File: src/rtl/rms_window_accum.sv
// Windowed mean-square accumulator feeding the square-root stage: squares signed samples,
// sums N = 2^LOG2_N of them and shifts down. Define RMS_ROUND_EN to round the divide half-up.
module rms_window_accum #(
    parameter int DATA_W = 16,
    parameter int LOG2_N = 4
) (
    input  logic                     clk,
    input  logic                     rst,
    input  logic                     flush,
    input  logic                     in_valid,
    output logic                     in_ready,
    input  logic signed [DATA_W-1:0] in_data,
    output logic                     out_valid,
    input  logic                     out_ready,
    output logic [2*DATA_W-1:0]      out_data,
    output logic [LOG2_N-1:0]        win_cnt
);

    localparam int ACC_W = 2*DATA_W + LOG2_N;
    localparam logic [LOG2_N-1:0] LAST_IDX = '1;

    typedef enum logic [1:0] {
        ACCUM,
        FLUSH,
        HOLD
    } state_t;

    state_t state, next_state;

    logic [2*DATA_W-1:0] sq_q;
    logic                sq_valid;
    logic [ACC_W-1:0]    acc;
    logic [ACC_W-1:0]    sum_w;
    logic signed [2*DATA_W-1:0] din_ext;
    logic signed [2*DATA_W-1:0] sq_full;
    logic                xfer;

    // Sign-extend before multiplying so the full-width product is the true square.
    assign din_ext = {{DATA_W{in_data[DATA_W-1]}}, in_data};
    assign sq_full = din_ext * din_ext;
    assign xfer    = in_valid && in_ready;

`ifdef RMS_ROUND_EN
    assign sum_w = acc + {{LOG2_N{1'b0}}, sq_q} + (ACC_W'(1) << (LOG2_N - 1));
`else
    assign sum_w = acc + {{LOG2_N{1'b0}}, sq_q};
`endif

    // NOTE: sequential state uses non-blocking assignments so every register samples
    // pre-edge values; blocking here would create order-dependent simulation races.
    always_ff @(posedge clk) begin
        if (rst) begin
            state <= ACCUM;
        end else begin
            state <= next_state;
        end
    end

    // NOTE: every output of this block gets a default first, so no path leaves a
    // signal unassigned and no latch is inferred.
    always_comb begin
        next_state = state;
        in_ready   = 1'b0;
        out_valid  = 1'b0;
        case (state)
            ACCUM: begin
                in_ready = !rst && !flush;
                if (xfer && win_cnt == LAST_IDX) begin
                    next_state = FLUSH;
                end
            end
            FLUSH: begin
                next_state = HOLD;
            end
            HOLD: begin
                out_valid = 1'b1;
                if (out_ready) begin
                    next_state = ACCUM;
                end
            end
            default: begin
                next_state = ACCUM;
            end
        endcase
        if (flush) begin
            next_state = ACCUM;
        end
    end

    always_ff @(posedge clk) begin
        if (rst) begin
            sq_q     <= '0;
            sq_valid <= 1'b0;
            acc      <= '0;
            win_cnt  <= '0;
            out_data <= '0;
        end else if (flush) begin
            sq_valid <= 1'b0;
            acc      <= '0;
            win_cnt  <= '0;
        end else begin
            sq_valid <= xfer;
            if (xfer) begin
                sq_q    <= sq_full;
                win_cnt <= win_cnt + 1'b1;
            end
            // The last square is still in sq_q here, so it is folded in alongside acc.
            if (state == FLUSH) begin
                out_data <= (2*DATA_W)'(sum_w >> LOG2_N);
                acc      <= '0;
                sq_valid <= 1'b0;
            end else if (sq_valid) begin
                acc <= acc + {{LOG2_N{1'b0}}, sq_q};
            end
        end
    end

endmodule

File: config.mk
export PLATFORM = sky130hd
export DESIGN_NAME = rms_window_accum
export DESIGN_NICKNAME = d
export VERILOG_FILES = /design/src/rtl/rms_window_accum.sv
export SDC_FILE = /design/constraint.sdc
export NUM_CORES = 1
export LEC_CHECK = 0
export CORE_MARGIN = 2
export CORE_UTILIZATION = 44
export CTS_CLUSTER_SIZE = 28
export DETAILED_ROUTE_END_ITERATION = 10
export MAX_ROUTING_LAYER = met4
export PLACE_DENSITY = 0.65
export RECOVER_POWER = 25
export SYNTH_ARGS = -nofsm -noshare
export SYNTH_HDL_FRONTEND = slang
export SYNTH_SLANG_ARGS = --single-unit
File: constraint.sdc
create_clock -name clk -period 7.8 [get_ports clk]
set_clock_uncertainty 0.1 [all_clocks]
set_input_delay 1.17 -clock clk [delete_from_list [all_inputs] [get_ports clk]]
set_output_delay 1.17 -clock clk [all_outputs]
set_load 0.005 [all_outputs]
==> key figures, run 1 <==
Placement
  • # port buffers: 58
  • Total half-perimeter wirelength after legalization and detailed placement: ~26 mm
  • Post-Place Worst Slack: about 0.13 ns
  • Cell count after placement: between 2,000 and 2,500
  • Routability cong.: slightly above 0.9
  • Instance area after placement: ~16,000 um^2

Job
  • Max capacitance violation total: 0

Setup path
  • Kind of critical path: input pin to flop
  • Minimum setup slack among reg-to-reg paths: 4.67 ns
  • Setup crit end kind: flop
  • Worst reg2reg startpoint: sq_q[9]$_SDFFE_PP0P_
  • CP Data Required Time: ~7.9 ns
  • Critical path data arrival time: 7.44 ns
  • Reg-to-reg critical path endpoint: acc[27]$_SDFFE_PP0P_
  • Startpoint class of the critical path: input pin
  • Number of cell instances on the worst register-to-register path: 9
  • Largest fanout on the critical path: 12

Clock tree
  • Clk sink count: ~110
  • Clock tree from TritonCTS: built
  • Number of gates resized after cts: 0
  • Num CTS Buffers: 9
  • Clock H-tree levels: 3
  • Clock tree root buffer cell: sky130_fd_sc_hd__clkbuf_16
  • Hold buffer count at cts: 0
  • Max Root-Sink Buffers: 2
  • Clock insertion delay at the later pin of the skew report: 0.35 ns
  • Setup Fix Bufs, Post-CTS: 0
  • Clock-pin slew of the registers on the worst-case setup and hold paths: about 0.080 ns

Synthesis
  • Post-synthesis instance area: around 15,000 um^2
  • Number of warnings issued by yosys: 0
  • Yosys top cell area share: between 30% and 40%
  • Register area share after synthesis: approximately 15%
  • Number of enable flip-flop cells after synthesis: 0
  • Cell count after synthesis: 1,674
  • Count of different cell masters after synthesis: 73
  • Flip-flop and latch count after synthesis: approximately 110
  • Most frequently used flop master after synthesis: sky130_fd_sc_hd__dfxtp_1
  • Synthesized Nets: 2,050
  • Area contributors post-synth: sky130_fd_sc_hd__fa_1 (33%), sky130_fd_sc_hd__dfxtp_1 (15%), sky130_fd_sc_hd__ha_1 (10%), sky130_fd_sc_hd__inv_1 (8.6%), sky130_fd_sc_hd__nand2_1 (4.7%)
  • Mean instance size in the synthesized netlist: 8.72 um^2
  • Cell type with the highest aggregate area in the netlist: sky130_fd_sc_hd__fa_1
  • Proportion of register bits with asynchronous set or reset after synthesis: 0%

GRT
  • Pin count of the biggest net entering global routing: 58
  • First-pass GRT wire length: 55.1 mm
  • Congestion Overflow GR: 0
  • GRT Util Overall: between 20% and 30%
  • Number of global-route vias before repair: 12,000
  • Number of antenna violations at the first check in global routing: 0

Cells and area
  • Post-Layout Inst Area: 16,000 um^2
  • Top library cells by usage in the layout, fill and taps aside: sky130_fd_sc_hd__inv_1 (334), sky130_fd_sc_hd__fa_1 (237), sky130_fd_sc_hd__nand2_1 (182)
  • Most common cell after layout, fill and taps aside: sky130_fd_sc_hd__inv_1
  • Synth-to-layout area growth: 9.92%
  • Number of standard cells in the final layout excluding fillers: around 2,200
  • Final net count: approximately 2,100
  • Ratio of cells with drive above 1 in the final layout: about 4.4%
  • Filler cell count in the final layout: approximately 3,100
  • ANT cells: 0

STA
  • Slew Viols, Final: 0
  • Final number of setup-violating endpoints: 0
  • Final setup slack of the worst path: roughly 0.50 ns
  • Maximum clock frequency: approximately 0.14 GHz
  • Slew margin rel.: between 20 and 25%
  • Part of the cycle the worst path needs: ~94%
  • RSZ-0062 raised after global routing: no
  • Final hold violation count: 0
  • Worst-Margin Slew: roughly 1.2 ns
  • Min cycle time layout: approximately 7.3 ns
  • Sum of negative setup slack: 0 ns

Floorplan
  • Floorplan core area: between 30,000 and 40,000 um^2
  • Die footprint: approximately 35,000 um^2
  • Effective utilization at floorplan: between 40% and 50%
  • Number of placed I/O pins: slightly below 60
  • Standard-cell row count: 66
  • Overall die width: between 150 and 200 um
  • Die Y-Extent: 186 um

Worst hold path
  • Kind of path behind the tightest hold check: flop to flop
  • Hold Crit Start: out_data[6]$_SDFFE_PP0P_
  • Worst hold path cell count: 2
  • Min-Delay Endpoint: out_data[6]$_SDFFE_PP0P_

Routing
  • Detailed Routing Iterations Pass 1: 5
  • Post-route ant nets: 0
  • Average wire per standard cell: 14.5 um
  • Number of DRC violations after detailed-routing iteration 0: about 580
  • Number of vias in the routed layout: between 10,000 and 15,000
  • Per-cell via count in the routed design: 5.15
  • Detailed-route DRC error count: 0
  • Overall routed net length: between 30 and 40 mm

Outcome
  • Status: complete, no violations
[area by class of cell]
type | instances | area (um^2) | share of cell area (%)
repair buffers | 93 | 838 | 5.23
multi-input cells | 1164 | 10900 | 68.2
well taps | 442 | 553 | 3.45
flip-flops and latches | 106 | 2120 | 13.2
inverters | 336 | 1260 | 7.86
clock buffers | 12 | 246 | 1.54
clock inverters | 4 | 75.1 | 0.468
[how the worst max path moves through the flow]
stage           startpoint               endpoint
3_5_place_dp   in_data[15]  sq_q[30]$_SDFFE_PP0P_
6_report       in_data[15]  sq_q[30]$_SDFFE_PP0P_
4_1_cts        in_data[15]  sq_q[30]$_SDFFE_PP0P_
2_1_floorplan   in_data[5]  sq_q[29]$_SDFFE_PP0P_
3_3_place_gp   in_data[15]  sq_q[30]$_SDFFE_PP0P_
5_1_grt        in_data[15]  sq_q[30]$_SDFFE_PP0P_
[synth_stat cells, types with 5 or more instances]
master / number
sky130_fd_sc_hd__a211oi_1: 20
sky130_fd_sc_hd__a21o_1: 20
sky130_fd_sc_hd__a21oi_1: 80
sky130_fd_sc_hd__a31oi_1: 15
sky130_fd_sc_hd__and2_1: 50
sky130_fd_sc_hd__and3_1: 8
sky130_fd_sc_hd__buf_1: 7
sky130_fd_sc_hd__buf_2: 8
sky130_fd_sc_hd__clkbuf_1: 52
sky130_fd_sc_hd__dfxtp_1: 106
sky130_fd_sc_hd__fa_1: 237
sky130_fd_sc_hd__ha_1: 118
sky130_fd_sc_hd__inv_1: 334
sky130_fd_sc_hd__mux2i_1: 29
sky130_fd_sc_hd__nand2_1: 182
sky130_fd_sc_hd__nand2b_1: 14
sky130_fd_sc_hd__nand3_1: 32
sky130_fd_sc_hd__nand4_1: 13
sky130_fd_sc_hd__nor2_1: 105
sky130_fd_sc_hd__nor2b_1: 6
sky130_fd_sc_hd__nor3_1: 21
sky130_fd_sc_hd__nor4b_1: 10
sky130_fd_sc_hd__o21a_1: 7
sky130_fd_sc_hd__o21ai_0: 38
sky130_fd_sc_hd__o21ai_1: 7
sky130_fd_sc_hd__or3_1: 6
sky130_fd_sc_hd__or4_1: 5
sky130_fd_sc_hd__xnor2_1: 51
sky130_fd_sc_hd__xor2_1: 18
[state kept, by name (all words and copies together) (netlist names)]
register	cells
acc	36
out_data	32
sq_q	31
sq_valid	1
state	2
win_cnt	4
[kinds of logic after synthesis]
logic type | synth area share [%]
AND/OR/NAND/NOR | 15.2
buffers and inverters | 10.5
adder cells (fa/ha/maj) | 42.6
AO/OA/AOI/OAI | 11.0
flip-flops | 14.5
XOR/XNOR | 4.14
multiplexers | 1.99
[per-stage QoR]
step,util [%],hold slack (ns)
final,49.2,0.356
after floorplan,-,0.336
after global placement,48.2,0.345
after detailed placement,48.2,0.349
after global routing,49.2,0.373
after CTS,49.2,0.358
[worst max-delay path: stages]
cell and delay (ns):
sky130_fd_sc_hd__clkdlybuf4s50_1 0.74, sky130_fd_sc_hd__buf_4 0.27, sky130_fd_sc_hd__nand2_1 0.15, sky130_fd_sc_hd__fa_1 0.69, sky130_fd_sc_hd__inv_1 0.14, sky130_fd_sc_hd__fa_1 0.48
sky130_fd_sc_hd__fa_1 0.56, sky130_fd_sc_hd__fa_1 0.43, sky130_fd_sc_hd__fa_1 0.53, sky130_fd_sc_hd__fa_1 0.41, sky130_fd_sc_hd__ha_1 0.37, sky130_fd_sc_hd__nand2_1 0.10
sky130_fd_sc_hd__nor2_1 0.05, sky130_fd_sc_hd__a2111oi_0 0.46, sky130_fd_sc_hd__buf_4 0.19, sky130_fd_sc_hd__nand4_1 0.15, sky130_fd_sc_hd__nand4_1 0.17, sky130_fd_sc_hd__a21boi_0 0.12
sky130_fd_sc_hd__mux2i_1 0.17, sky130_fd_sc_hd__nand3_1 0.08
[routing by layer]
metal | global-route usage [%] | part of all wire (%) | up-vias
met5 | - | 0 | -
met1 | 23.6 | 42 | 5535
li1 | - | - | 5370
met2 | 37.8 | 53 | 164
met3 | 1.91 | 2.5 | 42
met4 | 4.22 | 1.9 | 0
Power of run 1 is left out: the tool's default activity adds up to more than one toggle a clock period on the data nets, which glitch-free logic cannot reach.
==> run 2, diff against run 1 <==
Settings changed: SETUP_SLACK_MARGIN set to 0.05.
==> results of run 2 <==
Same layout as run 1: the final DEF is identical, and so are final timing and power.
Power of run 2 is left out for the same reason.
==> run 3, diff against run 2 <==
Settings changed: CORE_ASPECT_RATIO set to 1.75.
==> run 3 against run 2 <==
  * Die area up 0.16%
  * Critical endpoint is now sq_q[24]$_SDFFE_PP0P_
  * Register-to-register slack worse by 0.07 ns
  * Cell count down 1.1%
  * Routed wire length up 6.1%
  * Largest cell class unchanged
  * The flow now finishes with violations (capacitance limit, slew limit)
  * Critical path depth up 3
  * Setup slack worse by 0.14 ns
  * Flip-flop and latch count unchanged
  * First-iteration DRC count down 45%
  * Sequential share of layout area down 0.050 points
  * Clock-buffer cell count down 1
  * Fmax down 1.9%
==> key figures, run 3 (same netlist as run 1, synthesis figures left out) <==
Outcome
  • Status: finished, violations left
  • Violated checks: capacitance limit, slew limit

STA
  • Worst-Margin Slew: around 1.5 ns
  • Final hold violation count: 0
  • Slew margin rel.: -3.14%
  • Min cycle time layout: around 7.4 ns
  • Maximum clock frequency: approximately 0.13 GHz
  • Part of the cycle the worst path needs: 95.4%
  • Slew Viols, Final: 36
  • Sum of negative setup slack: 0 ns
  • RSZ-0062 raised after global routing: no
  • Final number of setup-violating endpoints: 0

Cells and area
  • Core Util, Final: about half
  • Synth-to-layout area growth: 10.3%
  • Top library cells by usage in the layout, fill and taps aside: sky130_fd_sc_hd__inv_1 (334), sky130_fd_sc_hd__fa_1 (237), sky130_fd_sc_hd__nand2_1 (182)
  • Final net count: about 2,100
  • Number of standard cells in the final layout excluding fillers: 2,133
  • Most common cell after layout, fill and taps aside: sky130_fd_sc_hd__inv_1
  • Register ranked first by flip-flop count: acc
  • Leading registers by flop count: acc x36, out_data x32, sq_q x31
  • ANT cells: 0
  • Largest register FFs: 36
  • Ratio of cells with drive above 1 in the final layout: around 5.2%

Worst hold path
  • Kind of path behind the tightest hold check: flop to flop
  • Hold Crit Start: out_data[3]$_SDFFE_PP0P_

Clock tree
  • Clock-pin slew of the registers on the worst-case setup and hold paths: 0.07 ns
  • Setup Fix Bufs, Post-CTS: 0
  • Max Root-Sink Buffers: 2
  • Clock insertion delay at the later pin of the skew report: approximately 0.36 ns
  • Number of gates resized after cts: 0
  • Hold buffer count at cts: 0
  • Clk sink count: approximately 110
  • Num CTS Buffers: 9
  • Clock tree from TritonCTS: built
  • Clock tree root buffer cell: sky130_fd_sc_hd__clkbuf_16
  • Clock H-tree levels: 3

Routing
  • Detailed-route DRC error count: 0
  • Per-cell via count in the routed design: approximately 5.2
  • Wire length the detailed router placed on met1: between 10 and 15 mm
  • Highest metal layer with signal wires: met4
  • Number of DRC violations after detailed-routing iteration 0: between 300 and 400
  • Average wire per standard cell: about 16 um
  • Routed length on met3: between 600 and 700 um
  • Met2 routed wirelength: about 18 mm
  • Overall routed net length: 33.2 mm
  • Post-route ant nets: 0
  • Detailed Routing Iterations Pass 1: 5
  • Number of vias in the routed layout: 11,000

Setup path
  • CP top delay family: adder cells
  • Timing startpoint of the critical path: in_data[3]
  • Setup crit end kind: flop
  • Startpoint class of the critical path: input pin
  • CP dominant cell by count: sky130_fd_sc_hd__fa_1
  • Largest fanout on the critical path: 6
  • Peak per-stage delay on the critical path: 0.60 ns
  • Minimum setup slack among reg-to-reg paths: approximately 4.6 ns
  • Critical path data arrival time: about 7.6 ns
  • CP Data Required Time: 7.92 ns
  • Worst-path cell chain: clkdlybuf4s50_1 -> inv_1 -> nor2_1 -> buf_4 -> fa_1 -> inv_1 -> fa_1 -> fa_1 -> inv_1 -> fa_1 -> inv_1 -> fa_1 -> fa_1 -> inv_1 -> ha_1 -> a21oi_1 -> o21ai_0 -> o41ai_1 -> nand3_1 -> a31o_2 -> a21oi_1 -> mux2i_1 -> a31oi_1
  • Crit-path slowest cell: sky130_fd_sc_hd__clkdlybuf4s50_1
  • Worst reg2reg startpoint: sq_q[9]$_SDFFE_PP0P_
  • Number of buffers and inverters on the critical path: 7
  • Kind of critical path: input pin to flop

Floorplan
  • Die Y-Extent: ~240 um
  • Standard-cell row count: 88
  • Overall die width: 142 um
  • Number of placed I/O pins: 59
  • Floorplan core area: 32,800 um^2
  • Effective utilization at floorplan: between 40% and 50%
  • Die footprint: around 35,000 um^2

Placement
  • Total half-perimeter wirelength after legalization and detailed placement: approximately 28 mm
  • # port buffers: 58
  • Routability cong.: a little over 0.9
  • Cell count after placement: ~2,100

GRT
  • Congestion Overflow GR: 0
  • First-pass GRT wire length: roughly 57 mm
  • Pin count of the biggest net entering global routing: 58
  • GRT Util Overall: a little over a fifth
  • Number of antenna violations at the first check in global routing: 0
  • Number of global-route vias before repair: approximately 12,000

Job
  • Max capacitance violation total: 1
[run 3: cell count changes in the layout (fill, tap and decap cells not counted), sizes merged]
| cell | previous run | this run |
|---|---|---|
| buf | 36 | 48 |
| clkinv | 1 | 3 |
| clkinvlp | 2 | 1 |
[run 3: final timing paths]
check / end / cells past startpoint
hold reg to reg: out_data[3]$_SDFFE_PP0P_ / 2
setup / recovery: sq_q[24]$_SDFFE_PP0P_ / 23
hold / removal: out_data[3]$_SDFFE_PP0P_ / 2
setup reg to reg: acc[27]$_SDFFE_PP0P_ / 9
[run 3: per-layer routing]
metal,GRT usage [%],vias up
met3,1.52,70
met5,-,-
met4,8.32,0
met1,22.9,5358
li1,-,5408
met2,39.5,191
[run 3: through the flow]
stage	instance area [um^2]	hold slack [ns]	worst slack, ns
floorplan	14600	0.336	0.822
global placement	15800	0.347	-0.0347
detailed placement	15800	0.347	-0.0507
CTS	16100	0.357	0.318
global route	16100	0.371	0.108
finish	16100	0.351	0.361
[run 3: layout make-up]
class                   count  area (um^2)
flip-flops and latches    106         2120
fillers                  3208        16700
inverters                 336         1260
repair buffers            106          945
multi-input cells        1164        10900
well taps                 405          507
clock buffers              11          243
clock inverters             5         77.6
[run 3: worst reg2reg max path, stage by stage, from the launching register on]
cell and delay [ns]:
sky130_fd_sc_hd__dfxtp_1 0.31, sky130_fd_sc_hd__ha_1 0.41, sky130_fd_sc_hd__and4_1 0.30, sky130_fd_sc_hd__and2_1 0.19, sky130_fd_sc_hd__a211oi_1 0.67, sky130_fd_sc_hd__o221ai_1 0.35, sky130_fd_sc_hd__nand3_1 0.14, sky130_fd_sc_hd__nand3_1 0.15
sky130_fd_sc_hd__mux2i_1 0.16, sky130_fd_sc_hd__a311o_1 0.31
Power of run 3 is left out for the same reason.
